File: src/rtl/key_conditioner_pkg.sv
// Shared types and constants for the push-button conditioner.
// Holds the channel state encoding, default cycle counts and sizing helpers.
package key_conditioner_pkg;

    typedef enum logic [1:0] {
        RELEASED    = 2'd0,
        HELD_DELAY  = 2'd1,
        HELD_REPEAT = 2'd2
    } key_state_e;

    // Per-channel outputs, all active-high and synchronous to clk.
    typedef struct packed {
        logic level;
        logic press;
        logic rel;
        logic strobe;
    } key_evt_t;

    localparam int unsigned CLK_HZ_DEFAULT               = 50_000_000;
    localparam int unsigned DEBOUNCE_CYCLES_DEFAULT      = 500_000;
    localparam int unsigned REPEAT_DELAY_CYCLES_DEFAULT  = 25_000_000;
    localparam int unsigned REPEAT_PERIOD_CYCLES_DEFAULT = 5_000_000;

    function automatic int unsigned ms_to_cycles(input int unsigned clk_hz,
                                                 input int unsigned ms);
        return (clk_hz / 1000) * ms;
    endfunction

    // Counter width able to hold 0..n-1, never narrower than one bit.
    function automatic int unsigned cnt_width(input int unsigned n);
        return (n < 2) ? 1 : $clog2(n);
    endfunction

endpackage

File: src/rtl/key_channel.sv
// One key: 2-flop synchronizer, restartable debounce counter and the
// press/auto-repeat FSM. All outputs are registered.
module key_channel
    import key_conditioner_pkg::*;
#(
    parameter int unsigned DEBOUNCE_CYCLES      = DEBOUNCE_CYCLES_DEFAULT,
    parameter bit          REPEAT_EN            = 1'b1,
    parameter int unsigned REPEAT_DELAY_CYCLES  = REPEAT_DELAY_CYCLES_DEFAULT,
    parameter int unsigned REPEAT_PERIOD_CYCLES = REPEAT_PERIOD_CYCLES_DEFAULT
) (
    input  logic     clk,
    input  logic     rst,
    input  logic     key_raw_n,
    output key_evt_t evt
);

    localparam int unsigned DB_W   = cnt_width(DEBOUNCE_CYCLES);
    localparam int unsigned RP_MAX = (REPEAT_DELAY_CYCLES > REPEAT_PERIOD_CYCLES) ?
                                     REPEAT_DELAY_CYCLES : REPEAT_PERIOD_CYCLES;
    localparam int unsigned RP_W   = cnt_width(RP_MAX);

    localparam logic [DB_W-1:0] DB_LAST     = DB_W'(DEBOUNCE_CYCLES - 1);
    localparam logic [RP_W-1:0] DELAY_LAST  = RP_W'(REPEAT_DELAY_CYCLES - 1);
    localparam logic [RP_W-1:0] PERIOD_LAST = RP_W'(REPEAT_PERIOD_CYCLES - 1);

    logic [1:0]      sync_q;
    logic            key_s;
    logic            level_q;
    logic [DB_W-1:0] db_cnt_q;
    logic            accept;
    logic            press_evt;
    logic            rel_evt;

    key_state_e      state_q, state_d;
    logic [RP_W-1:0] rcnt_q, rcnt_d;
    logic            strobe_d;
    logic            press_q, rel_q, strobe_q;

    // Reset to "released" so a key held through reset is seen as a new press.
    always_ff @(posedge clk or negedge rst) begin
        if (!rst) sync_q <= 2'b11;
        else      sync_q <= {sync_q[0], key_raw_n};
    end

    assign key_s     = ~sync_q[1];
    assign accept    = (key_s != level_q) && (db_cnt_q == DB_LAST);
    assign press_evt = accept &  key_s;
    assign rel_evt   = accept & ~key_s;

    always_ff @(posedge clk or negedge rst) begin
        if (!rst) begin
            level_q  <= 1'b0;
            db_cnt_q <= '0;
        end else if (key_s == level_q) begin
            db_cnt_q <= '0;
        end else if (accept) begin
            level_q  <= key_s;
            db_cnt_q <= '0;
        end else begin
            db_cnt_q <= db_cnt_q + 1'b1;
        end
    end

    always_ff @(posedge clk or negedge rst) begin
        if (!rst) begin
            state_q  <= RELEASED;
            rcnt_q   <= '0;
            press_q  <= 1'b0;
            rel_q    <= 1'b0;
            strobe_q <= 1'b0;
        end else begin
            state_q  <= state_d;
            rcnt_q   <= rcnt_d;
            press_q  <= press_evt;
            rel_q    <= rel_evt;
            strobe_q <= strobe_d;
        end
    end

    // Release takes priority over a repeat that falls due on the same cycle.
    always_comb begin
        state_d  = state_q;
        rcnt_d   = rcnt_q;
        strobe_d = 1'b0;
        unique case (state_q)
            RELEASED: begin
                if (press_evt) begin
                    state_d  = HELD_DELAY;
                    rcnt_d   = '0;
                    strobe_d = 1'b1;
                end
            end
            HELD_DELAY: begin
                if (rel_evt) begin
                    state_d = RELEASED;
                    rcnt_d  = '0;
                end else if (REPEAT_EN) begin
                    if (rcnt_q == DELAY_LAST) begin
                        state_d  = HELD_REPEAT;
                        rcnt_d   = '0;
                        strobe_d = 1'b1;
                    end else begin
                        rcnt_d = rcnt_q + 1'b1;
                    end
                end
            end
            HELD_REPEAT: begin
                if (rel_evt) begin
                    state_d = RELEASED;
                    rcnt_d  = '0;
                end else if (rcnt_q == PERIOD_LAST) begin
                    rcnt_d   = '0;
                    strobe_d = 1'b1;
                end else begin
                    rcnt_d = rcnt_q + 1'b1;
                end
            end
            default: begin
                state_d = RELEASED;
                rcnt_d  = '0;
            end
        endcase
    end

    assign evt.level  = level_q;
    assign evt.press  = press_q;
    assign evt.rel    = rel_q;
    assign evt.strobe = strobe_q;

endmodule

File: src/rtl/key_conditioner.sv
// Board push-button conditioner: N_KEYS independent channels turning raw
// active-low KEY pins into debounced level, press/release pulses and a repeat strobe.
module key_conditioner
    import key_conditioner_pkg::*;
#(
    parameter int unsigned N_KEYS               = 2,
    parameter int unsigned DEBOUNCE_CYCLES      = DEBOUNCE_CYCLES_DEFAULT,
    parameter bit          REPEAT_EN            = 1'b1,
    parameter int unsigned REPEAT_DELAY_CYCLES  = REPEAT_DELAY_CYCLES_DEFAULT,
    parameter int unsigned REPEAT_PERIOD_CYCLES = REPEAT_PERIOD_CYCLES_DEFAULT
) (
    input  logic              clk,
    input  logic              rst,
    input  logic [N_KEYS-1:0] key_raw_n,
    output logic [N_KEYS-1:0] key_level,
    output logic [N_KEYS-1:0] key_press,
    output logic [N_KEYS-1:0] key_release,
    output logic [N_KEYS-1:0] key_strobe
);

    key_evt_t [N_KEYS-1:0] evt;

    generate
        for (genvar i = 0; i < N_KEYS; i++) begin : g_ch
            key_channel #(
                .DEBOUNCE_CYCLES      (DEBOUNCE_CYCLES),
                .REPEAT_EN            (REPEAT_EN),
                .REPEAT_DELAY_CYCLES  (REPEAT_DELAY_CYCLES),
                .REPEAT_PERIOD_CYCLES (REPEAT_PERIOD_CYCLES)
            ) u_ch (
                .clk       (clk),
                .rst       (rst),
                .key_raw_n (key_raw_n[i]),
                .evt       (evt[i])
            );

            assign key_level[i]   = evt[i].level;
            assign key_press[i]   = evt[i].press;
            assign key_release[i] = evt[i].rel;
            assign key_strobe[i]  = evt[i].strobe;
        end
    endgenerate

endmodule
File: config.mk
export PLATFORM = sky130hd
export DESIGN_NAME = key_conditioner
export DESIGN_NICKNAME = d
export VERILOG_FILES = /design/src/rtl/key_conditioner_pkg.sv /design/src/rtl/key_channel.sv /design/src/rtl/key_conditioner.sv
export SDC_FILE = /design/constraint.sdc
export NUM_CORES = 1
export LEC_CHECK = 0
export ABC_AREA = 1
export BUFFER_PORTS_ARGS = -buffer_cell sky130_fd_sc_hd__buf_2
export CORE_MARGIN = 8
export CORE_UTILIZATION = 35
export DETAILED_ROUTE_END_ITERATION = 8
export SLEW_MARGIN = 10
export SYNTH_ARGS = -nofsm -noshare
export SYNTH_HDL_FRONTEND = slang
export SYNTH_HIERARCHICAL = 1
export SYNTH_SLANG_ARGS = --single-unit
File: constraint.sdc
create_clock -name clk -period 3.76 [get_ports clk]
set_input_delay 0.752 -clock clk [delete_from_list [all_inputs] [get_ports clk]]
set_output_delay 0.752 -clock clk [all_outputs]
set_load 0.005 [all_outputs]
==> results.json <==
{
  "status": "complete, no violations",
  "fin_cells": 1211,
  "cts_hold_buffers": 0,
  "max_freq_mhz": 513,
  "finalPower_mw": 2.14,
  "cts-buffers-inserted": 9,
  "die-area_mm2": 0.0239,
  "pwr_density_cell_mw_per_mm2": 296,
  "routabilityCongestion": 0.886,
  "num_io_pins": 12,
  "drt_iter0_markers": 342,
  "path_class": "register to register",
  "finalCritPeriodShare": 0.519,
  "core_area_mm2": 0.0188,
  "worst_slew_pin_slew_ns": 0.754,
  "yosys.cell_types.count": 33,
  "slew_headroom": 0.497,
  "h-tree-depth": 3,
  "dp_hpwl_mm": 10.1,
  "period_minus_slack_ns": 1.95,
  "antenna_cells": 0,
  "maxUsedRoutingLayer": "met4",
  "setup_viol": 0,
  "synthCells": 971,
  "power_leakage_nw": 3.27,
  "grt_max_degree": 59,
  "dp_cells": 1195,
  "hold_violations": 0,
  "ys_seq_elements": 104,
  "routedWlPerCell_um": 11.9,
  "finalSetupTns_ns": 0,
  "max_cap_viol_count": 0,
  "detail-route-antenna-nets": 0,
  "die_y_um": 155,
  "min_path_type": "register to register",
  "crit_fanout": 7,
  "grt_pass1_vias": 5277,
  "drtPass1Iterations": 5,
  "clock-sinks": 104,
  "die-width_um": 155,
  "antenna_found_initial": 0,
  "reg2reg_from": "g_ch[1].u_ch/db_cnt_q[0]$_DFF_PN0_",
  "clock_latency_ns": 0.35,
  "clk_path_buf_depth": 2,
  "port_buffers": 11,
  "rows": 50,
  "cp.arrival_ns": 2.23,
  "grt.overflow.total": 0,
  "layout.nets": 988,
  "required_ns": 4.04,
  "irDropWorstVdd_mv": 0.231,
  "totalWireLength_mm": 14.4,
  "initial_core_util": 0.358,
  "final_core_util": 0.384,
  "worstHoldStart": "g_ch[0].u_ch/sync_q[0]$_DFF_PN1_",
  "grtUsageTotal": 0.126,
  "synth.avg_cell_area_um2": 6.92,
  "wl_met2_mm": 6.66,
  "maxSlewViolCount": 0,
  "drc": 0,
  "whs_ns": 0.361,
  "cts_tree": "done",
  "clk_pin_slew_ns": 0.07,
  "start_kind": "register",
  "crit_start": "g_ch[1].u_ch/db_cnt_q[0]$_DFF_PN0_",
  "cts_resized": 0,
  "end_kind": "register",
  "layout-drive-gt1-share": 0.0942,
  "vias_per_cell": 4.66,
  "vias": 5647,
  "wl_met1_mm": 7.05,
  "syn-cell-area_mm2": 0.00672,
  "ys_warn_count": 6,
  "cts_root_buffer": "clkbuf_16",
  "wl_met3_um": 534,
  "grt_pass1_wl_mm": 25.1,
  "syn2layout_area_growth_pct": 7.35,
  "grt_setup_unrepaired": "no",
  "synth_nets": 987,
  "postCtsSetupBuffers": 0,
  "ys_seq_area_frac": 0.388,
  "fin_skew_ns": 0.00933
}
==> layout make-up <==
type	count	area, µm²
Clock buffer	10	229
Fill cell	1996	11600
Multi-Input combinational cell	748	3580
Inverter	97	364
Clock inverter	6	68.8
Sequential cell	104	2610
Timing Repair Buffer	12	77.6
Tap cell	234	293
==> layout by cell type, fill, tap and decap left out, drive strengths merged, types with 5 or more instances in the layout <==
cell	instances
clkbuf	10
or2	5
nor2	184
buf	12
nand4	17
xnor2	14
nand2	360
xor2	24
nand3	69
inv	98
a21oi	12
o21ai	10
dfrtp	100
ha	12
nor3	15
==> cell families after synthesis <==
logic type,share of synthesized area
AOI/OAI and AO/OA,0.0316
buffers and inverters,0.0800
xor gates and xnor gates,0.0495
adders and majority gates,0.0223
DFF,0.388
and+or+nand+nor,0.429
==> worst paths after layout <==
path / to / cells past startpoint / slack [ns]
setup / recovery: g_ch[1].u_ch/db_cnt_q[11]$_DFF_PN0_ / 8 / 1.81
hold / removal: g_ch[0].u_ch/sync_q[1]$_DFF_PN1_ / 0 / 0.36
setup reg to reg: g_ch[1].u_ch/db_cnt_q[11]$_DFF_PN0_ / 8 / 1.81
hold reg to reg: g_ch[0].u_ch/sync_q[1]$_DFF_PN1_ / 0 / 0.36
max in group asynchronous: g_ch[0].u_ch/rcnt_q[20]$_DFFE_PN0P_ / 2 / 2.57
min in group asynchronous: g_ch[1].u_ch/db_cnt_q[5]$_DFF_PN0_ / 1 / 0.48
==> cells in the mapped netlist <==
library cell    n  area [µm²]
a211oi_1        2        15.0
a21o_1          4        30.0
a21oi_1        12        60.1
a31o_2          2        17.5
a31oi_1         4        25.0
and2_1          4        25.0
buf_2           1        5.00
buf_4           8        60.1
buf_6           8        90.1
clkbuf_1        5        18.8
dfrtp_1       100        2500
dfstp_2         4         105
ha_1           12         150
inv_1          94         353
inv_2           3        11.3
nand2_1       350        1310
nand2_2         4        25.0
nand2_4         6        67.6
nand3_1        61         305
nand3_2         8        80.1
nand4_1        17         106
nor2_1        150         563
nor2_2         30         188
nor2_4          4        45.0
nor3_1         15        75.1
nor3b_1         4        30.0
nor4_1          4        25.0
o21ai_0        10        50.1
o31ai_1         2        15.0
or2_0           1        6.26
or2_2           4        25.0
xnor2_1        14         123
xor2_1         24         210
==> per-layer routing <==
| layer | global-route usage | up-vias |
|---|---|---|
| li1 | - | 3011 |
| met1 | 0.163 | 2558 |
| met2 | 0.206 | 68 |
| met3 | 0.0309 | 10 |
| met4 | 0.0345 | 0 |
| met5 | 0 | - |
==> sequential cells by signal (all words and copies together), names as in the netlist <==
register            cells
g_ch.u_ch/level_q       2
g_ch.u_ch/press_q       2
g_ch.u_ch/strobe_q      2
g_ch.u_ch/db_cnt_q     38
g_ch.u_ch/sync_q        4
g_ch.u_ch/state_q       4
g_ch.u_ch/rcnt_q       50
g_ch.u_ch/rel_q         2
==> power breakdown <==
| group | internal (mW) | leakage, nW | switching (mW) |
|---|---|---|---|
| Sequential | 1.13 | 1.43 | 0.00604 |
| Combinational | 0.0107 | 1.71 | 0.0382 |
| Clock | 0.519 | 0.131 | 0.437 |
| Total | 1.66 | 3.27 | 0.481 |
==> worst max-delay path: stages (launching register included) <==
cell and delay, ns:
dfrtp_1 0.39, ha_1 0.27, nand2_2 0.12, nor2_4 0.06, nand2_2 0.07, nor2_4 0.04
a21oi_1 0.58, o21ai_0 0.18, a21oi_1 0.16
==> metrics by stage <==
stage	setup slack, ns	area [µm²]
CTS	1.78	7220
finish	1.81	7220
global placement	1.83	6920
global route	1.58	7220
detailed placement	1.79	6920
floorplan	2.08	6720
No activity file was read; power rests on OpenSTA's default activity.
